## config.mk

```make
export PLATFORM = sky130hd
export DESIGN_NAME = is_uart_tx
export DESIGN_NICKNAME = d
export VERILOG_FILES = /design/src/rtl/is_uart_tx.sv
export SDC_FILE = /design/constraint.sdc
export NUM_CORES = 1
export LEC_CHECK = 0
export CAP_MARGIN = 20
export CELL_PAD_IN_SITES_DETAIL_PLACEMENT = 1
export CELL_PAD_IN_SITES_GLOBAL_PLACEMENT = 1
export CORE_UTILIZATION = 47
export CTS_BUF_LIST = sky130_fd_sc_hd__clkbuf_8
export CTS_CLUSTER_SIZE = 12
export DETAILED_ROUTE_END_ITERATION = 6
export DONT_BUFFER_PORTS = 1
export GPL_TIMING_DRIVEN = 0
export PLACE_DENSITY_LB_ADDON = 0.15
export SETUP_SLACK_MARGIN = 0.5
export SLEW_MARGIN = 20
export SYNTH_ARGS = -nofsm -noshare
export SYNTH_HDL_FRONTEND = slang
export SYNTH_SLANG_ARGS = --single-unit
```

## constraint.sdc

```tcl
create_clock -name clk_i -period 2.41 [get_ports clk_i]
set_clock_uncertainty 0.15 [all_clocks]
set_input_delay 0.241 -clock clk_i [delete_from_list [all_inputs] [get_ports clk_i]]
set_output_delay 0.241 -clock clk_i [all_outputs]
set_load 0.02 [all_outputs]
```

## src/rtl/is_uart_tx.sv

```systemverilog
// UART serial transmitter: accepts one DATA_W-bit word per request and sends
// start, LSB-first data, optional parity and stop bits, then pulses done.
`timescale 1ns/1ps
module is_uart_tx #(
  parameter int CLK_FREQ   = 50_000_000,
  parameter int BAUD       = 115200,
  parameter int DATA_W     = 8,
  parameter int PARITY_EN  = 1,
  parameter int PARITY_ODD = 0,
  parameter int STOP_BITS  = 1
) (
  input  logic              clk_i,
  input  logic              rstn_i,
  input  logic              tx_rdy_t_i,
  input  logic [DATA_W-1:0] tx_data_t_i,
  output logic              tx_rdy_r_o,
  output logic              tx_o,
  output logic              busy_o
);

  localparam int CPB     = CLK_FREQ / BAUD;
  localparam int CNT_W   = $clog2(CPB);
  localparam int IDX_MAX = (DATA_W > STOP_BITS) ? DATA_W : STOP_BITS;
  localparam int IDX_W   = (IDX_MAX > 1) ? $clog2(IDX_MAX) : 1;

  localparam logic [CNT_W-1:0] CNT_LAST  = CNT_W'(CPB - 1);
  localparam logic [IDX_W-1:0] DATA_LAST = IDX_W'(DATA_W - 1);
  localparam logic [IDX_W-1:0] STOP_LAST = IDX_W'(STOP_BITS - 1);

  typedef enum logic [2:0] {
    S_IDLE,
    S_START,
    S_DATA,
    S_PARITY,
    S_STOP,
    S_DONE
  } state_t;

  state_t             state_q, state_d;
  logic [CNT_W-1:0]   cnt_q, cnt_d;
  logic [IDX_W-1:0]   idx_q, idx_d;
  logic [DATA_W-1:0]  shift_q, shift_d;
  logic [DATA_W-1:0]  shift_next;
  logic               parity_q, parity_d;
  logic               tx_q, tx_d;
  logic               rdy_q, rdy_d;
  logic               busy_q, busy_d;
  logic               bit_end;

  // tx_d is the line value for the state being entered, so the line is
  // registered and changes on the same edge as the state.
  always_comb begin
    state_d    = state_q;
    cnt_d      = cnt_q;
    idx_d      = idx_q;
    shift_d    = shift_q;
    parity_d   = parity_q;
    tx_d       = tx_q;
    rdy_d      = 1'b0;
    busy_d     = busy_q;
    bit_end    = (cnt_q == CNT_LAST);
    shift_next = shift_q >> 1;

    case (state_q)
      S_IDLE: begin
        tx_d   = 1'b1;
        busy_d = 1'b0;
        cnt_d  = '0;
        idx_d  = '0;
        if (tx_rdy_t_i) begin
          shift_d  = tx_data_t_i;
          parity_d = (^tx_data_t_i) ^ (PARITY_ODD != 0);
          state_d  = S_START;
          tx_d     = 1'b0;
          busy_d   = 1'b1;
        end
      end
      S_START: begin
        cnt_d = cnt_q + CNT_W'(1);
        if (bit_end) begin
          cnt_d   = '0;
          idx_d   = '0;
          state_d = S_DATA;
          tx_d    = shift_q[0];
        end
      end
      S_DATA: begin
        cnt_d = cnt_q + CNT_W'(1);
        if (bit_end) begin
          cnt_d = '0;
          if (idx_q == DATA_LAST) begin
            idx_d = '0;
            if (PARITY_EN != 0) begin
              state_d = S_PARITY;
              tx_d    = parity_q;
            end else begin
              state_d = S_STOP;
              tx_d    = 1'b1;
            end
          end else begin
            idx_d   = idx_q + IDX_W'(1);
            shift_d = shift_next;
            tx_d    = shift_next[0];
          end
        end
      end
      S_PARITY: begin
        cnt_d = cnt_q + CNT_W'(1);
        if (bit_end) begin
          cnt_d   = '0;
          idx_d   = '0;
          state_d = S_STOP;
          tx_d    = 1'b1;
        end
      end
      S_STOP: begin
        cnt_d = cnt_q + CNT_W'(1);
        if (bit_end) begin
          cnt_d = '0;
          if (idx_q == STOP_LAST) begin
            idx_d   = '0;
            state_d = S_DONE;
            rdy_d   = 1'b1;
          end else begin
            idx_d = idx_q + IDX_W'(1);
          end
          tx_d = 1'b1;
        end
      end
      S_DONE: begin
        state_d = S_IDLE;
        tx_d    = 1'b1;
        busy_d  = 1'b0;
        cnt_d   = '0;
        idx_d   = '0;
      end
      default: begin
        state_d = S_IDLE;
        tx_d    = 1'b1;
        busy_d  = 1'b0;
        cnt_d   = '0;
        idx_d   = '0;
      end
    endcase
  end

  always_ff @(posedge clk_i or posedge rstn_i) begin
    if (rstn_i) begin
      state_q  <= S_IDLE;
      cnt_q    <= '0;
      idx_q    <= '0;
      shift_q  <= '0;
      parity_q <= 1'b0;
      tx_q     <= 1'b1;
      rdy_q    <= 1'b0;
      busy_q   <= 1'b0;
    end else begin
      state_q  <= state_d;
      cnt_q    <= cnt_d;
      idx_q    <= idx_d;
      shift_q  <= shift_d;
      parity_q <= parity_d;
      tx_q     <= tx_d;
      rdy_q    <= rdy_d;
      busy_q   <= busy_d;
    end
  end

  assign tx_o       = tx_q;
  assign tx_rdy_r_o = rdy_q;
  assign busy_o     = busy_q;

endmodule

```

==> impl_results.md <==
* Status: complete, but fails checks
* Failing checks: setup timing
* Die width at 58.8 µm
* Synthesized cell area at 1510 µm²
* Fill cells at 348
* TritonRoute pass-1 iters at 4
* Vias at 1047
* Clk Latency, worst-skew pair at 0.28 ns
* Synth Area in XOR/XNOR at 0.0810
* DR iter-0 viols at 11
* Max FO, Critical Path at 8
* Die height at 58.8 µm
* Setup violators final at 8
* Layout area overhead at 16.2%
* First-pass GRT wire length at 5.31 mm
* Mux cell area share after synthesis at 0.145
* Rows at 20
* Netlist cell types at 35
* CTS Buffer Depth at 2
* Antenna Nets Post-Route at 0
* F_max at 407 MHz
* Synth Area in Compound Gates at 0.0818
* CTS H-tree lvls at 1
* Initial antenna violation count at 0
* Fin nets at 167
* Hold crit path type: input pin to flip-flop
* Sink Count at 27
* Largest stage delay on the critical path at 0.55 ns
* DRC viols at 0
* Bufs and invs on worst path at 1
* Min-Delay Path Depth at 2
* Inserted Clock Buffers at 3
* Cell count after synthesis at 138
* # diodes at 0
* Starting Density at 0.496
* Pwr per Cell Area at 454 nW/µm²
* Post-synthesis simple-gate area fraction at 0.156
* Pleak at 0.759 nW
* Power, Total at 0.799 mW
* Detailed Place HPWL at 2.23 mm
* Setup Slack @ Placement at -0.138 ns
* Hold endpoint: shift_q[7]
* Worst slew pin tran at 0.559 ns
* Share of cells above drive strength 1 at 0.293
* Number of global-route vias before repair at 1116
* Worst path slowest cell: or4b_4
* Routed Wire Length at 3.24 mm
* RD Place Congestion at 0.738
* Largest net degree at the start of global routing at 28
* Cell family contributing the most delay on the critical path: simple AND/OR/NAND/NOR gates
* RSZ-0062 raised after global routing: true
* Final Hold Viols at 0
* Ys Warns at 0
* Data arrival time of the worst path at 2.47 ns
* Setup crit start kind: flip-flop
* I/O pin cnt at 14
* R2R setup slack at -0.05 ns
* Gr ovfl total at 0
* Slew margin rel. at 0.627
* Adder-Cell Fraction of Synth Area at 0.0413
* Yosys reg bits at 27
* Gr usage total at 0.209
* Post-layout min period at 2.46 ns
* Clock transition at path regs at 0.10 ns
* Largest family of logic cells by synthesized area: simple AND/OR/NAND/NOR gates
* CTS tree: done
* Crit. End Element: flip-flop
* Req. time, crit path at 2.43 ns
* CP cell instances: or4b_4 > or4_4 > a211o_1 > buf_6 > mux2_4
* Max cap viols at 0
* Wire length per cell at 16.7 µm
* Crit path kind: flip-flop to flip-flop
* Hold Path Origin: tx_data_t_i[7]
* Core Footprint at 3050 µm²
* Reg2Reg Capture Point: shift_q[2]
* Drt via density at 5.40
* Register area share after synthesis at 0.447
* VDD IR max at 0.000235 V
* DIE AREA at 3450 µm²
* Syn nets at 154
* Max Transition Viols Final at 0
* Number of port buffers at 0
* Mean Syn Cell Area at 11.0 µm²
* Final period utilization at 1.02
* PnR worst setup slack at -0.0470 ns
* Worst flop-to-flop path startpoint: cnt_q[6]
* Reg2reg path depth at 5
* CTS root buf: clkbuf_8
## worst register-to-register path: stages, from the launching register on
cell     delay (ns)
dfrtp_1        0.41
or4b_4         0.55
or4_4          0.50
a211o_1        0.28
buf_6          0.15
mux2_4         0.30
## sequential cells by signal, indices dropped and copies added (netlist names)
name and cells:
tx_rdy_r_o 1, parity_q 1, busy_o 1, tx_o 1
state_q 3, cnt_q 9, idx_q 3, shift_q 8
## placed cells by master (no fill, tap or decap), types with 2 or more instances in the layout
master	count
a21oi_2	3
nor3_1	3
buf_6	5
nand2b_1	3
inv_1	7
a21oi_1	2
dfrtp_1	26
clkbuf_8	3
xor2_1	3
nor2_1	11
nand3_1	4
o21ai_0	6
a31oi_1	2
ha_1	5
nand2_1	3
nand4_1	3
xnor2_1	11
mux2_2	7
buf_4	5
nor2b_1	2
or3_1	4
mux2_4	9
## worst max path at each step
stage	startpoint	to	slack (ns)	depth (start not counted)
2_1_floorplan	cnt_q[3]	shift_q[0]	0.007	5
3_3_place_gp	cnt_q[3]	shift_q[6]	-0.08	5
3_5_place_dp	cnt_q[3]	shift_q[4]	-0.14	5
4_1_cts	cnt_q[6]	shift_q[4]	-0.05	5
5_1_grt	cnt_q[6]	shift_q[4]	-0.10	5
6_report	cnt_q[6]	shift_q[2]	-0.05	5
## area by class of cell
cell class,instances,area [µm²],share of cell area
clock buffers,3,41.3,0.0235
flip-flops and latches,27,677,0.385
repair buffers,8,70.1,0.0398
inverters,8,30.0,0.0171
clock inverters,1,8.76,0.00498
well taps,44,55.1,0.0313
multi-input cells,98,815,0.463
plain buffers,5,62.6,0.0356
## metrics by stage
step / instances / cell area [µm²] / utilization / setup TNS, ns / hold WS (ns)
after floorplan: 138 / 1530 / - / 0 / 0.143
after global placement: 182 / 1580 / 0.519 / -0.601 / 0.280
after detailed placement: 182 / 1580 / 0.519 / -1.06 / 0.298
after CTS: 192 / 1710 / 0.561 / -0.371 / 0.0604
after global routing: 194 / 1760 / 0.576 / -0.742 / 0.0722
final: 194 / 1760 / 0.576 / -0.318 / 0.0700
## power by group
| part | switching [mW] | internal (mW) |
|---|---|---|
| Sequential | 0.00732 | 0.463 |
| Clock | 0.151 | 0.122 |
| Combinational | 0.0234 | 0.0319 |
## what timing repair did
action	4_1_cts	5_1_grt
cloned	0	1
hold buffers	1	0
buffers inserted	5	1
hold endpoints to repair	26	0
pin swaps	2	6
endpoints found under the setup margin	23	24
resized for setup	5	6
## cells by family (layout without fill, tap and decap cells)
kind of cell | Yosys count | in the layout
AND/OR/NAND/NOR | 42 | 42
flip-flops | 27 | 27
AO/OA/AOI/OAI | 20 | 20
multiplexers | 17 | 17
XOR/XNOR | 14 | 14
buffers and inverters | 13 | 25
adder cells (fa/ha/maj) | 5 | 5
## cells in the mapped netlist
cell	number	area, µm²
a22o_1	1	8.76
or3_1	4	25.0
xor2_1	3	26.3
or2b_2	1	8.76
o31ai_1	1	7.51
dfrtp_1	26	651
nor3b_2	1	12.5
buf_6	3	33.8
and3_1	1	6.26
o21ai_0	7	35.0
nor2_1	11	41.3
mux2_2	8	90.1
dfstp_2	1	26.3
inv_1	8	30.0
clkbuf_1	2	7.51
xnor2_1	11	96.3
a31o_2	1	8.76
or4_1	1	7.51
nor3b_1	1	7.51
nand3_1	4	20.0
mux2i_1	1	10.0
nor3_1	5	25.0
a21oi_1	5	25.0
mux2_4	8	120
ha_1	5	62.6
o211ai_1	1	7.51
or4b_4	1	13.8
nand4_1	3	18.8
nand2_1	3	11.3
nand2b_1	3	18.8
o211a_1	1	10.0
nor2b_1	2	12.5
a31oi_1	2	12.5
and2b_1	1	7.51
a211o_1	1	8.76
## metal layers
metal / global-route usage / part of all wire / up-vias
met5: 0 / 0 / -
li1: - / - / 504
met1: 0.259 / 0.43 / 523
met3: 0.0264 / 0.024 / 5
met2: 0.367 / 0.54 / 15
met4: 0.0816 / 0.014 / 0
Note: power is estimated with default switching activity, not from simulation.
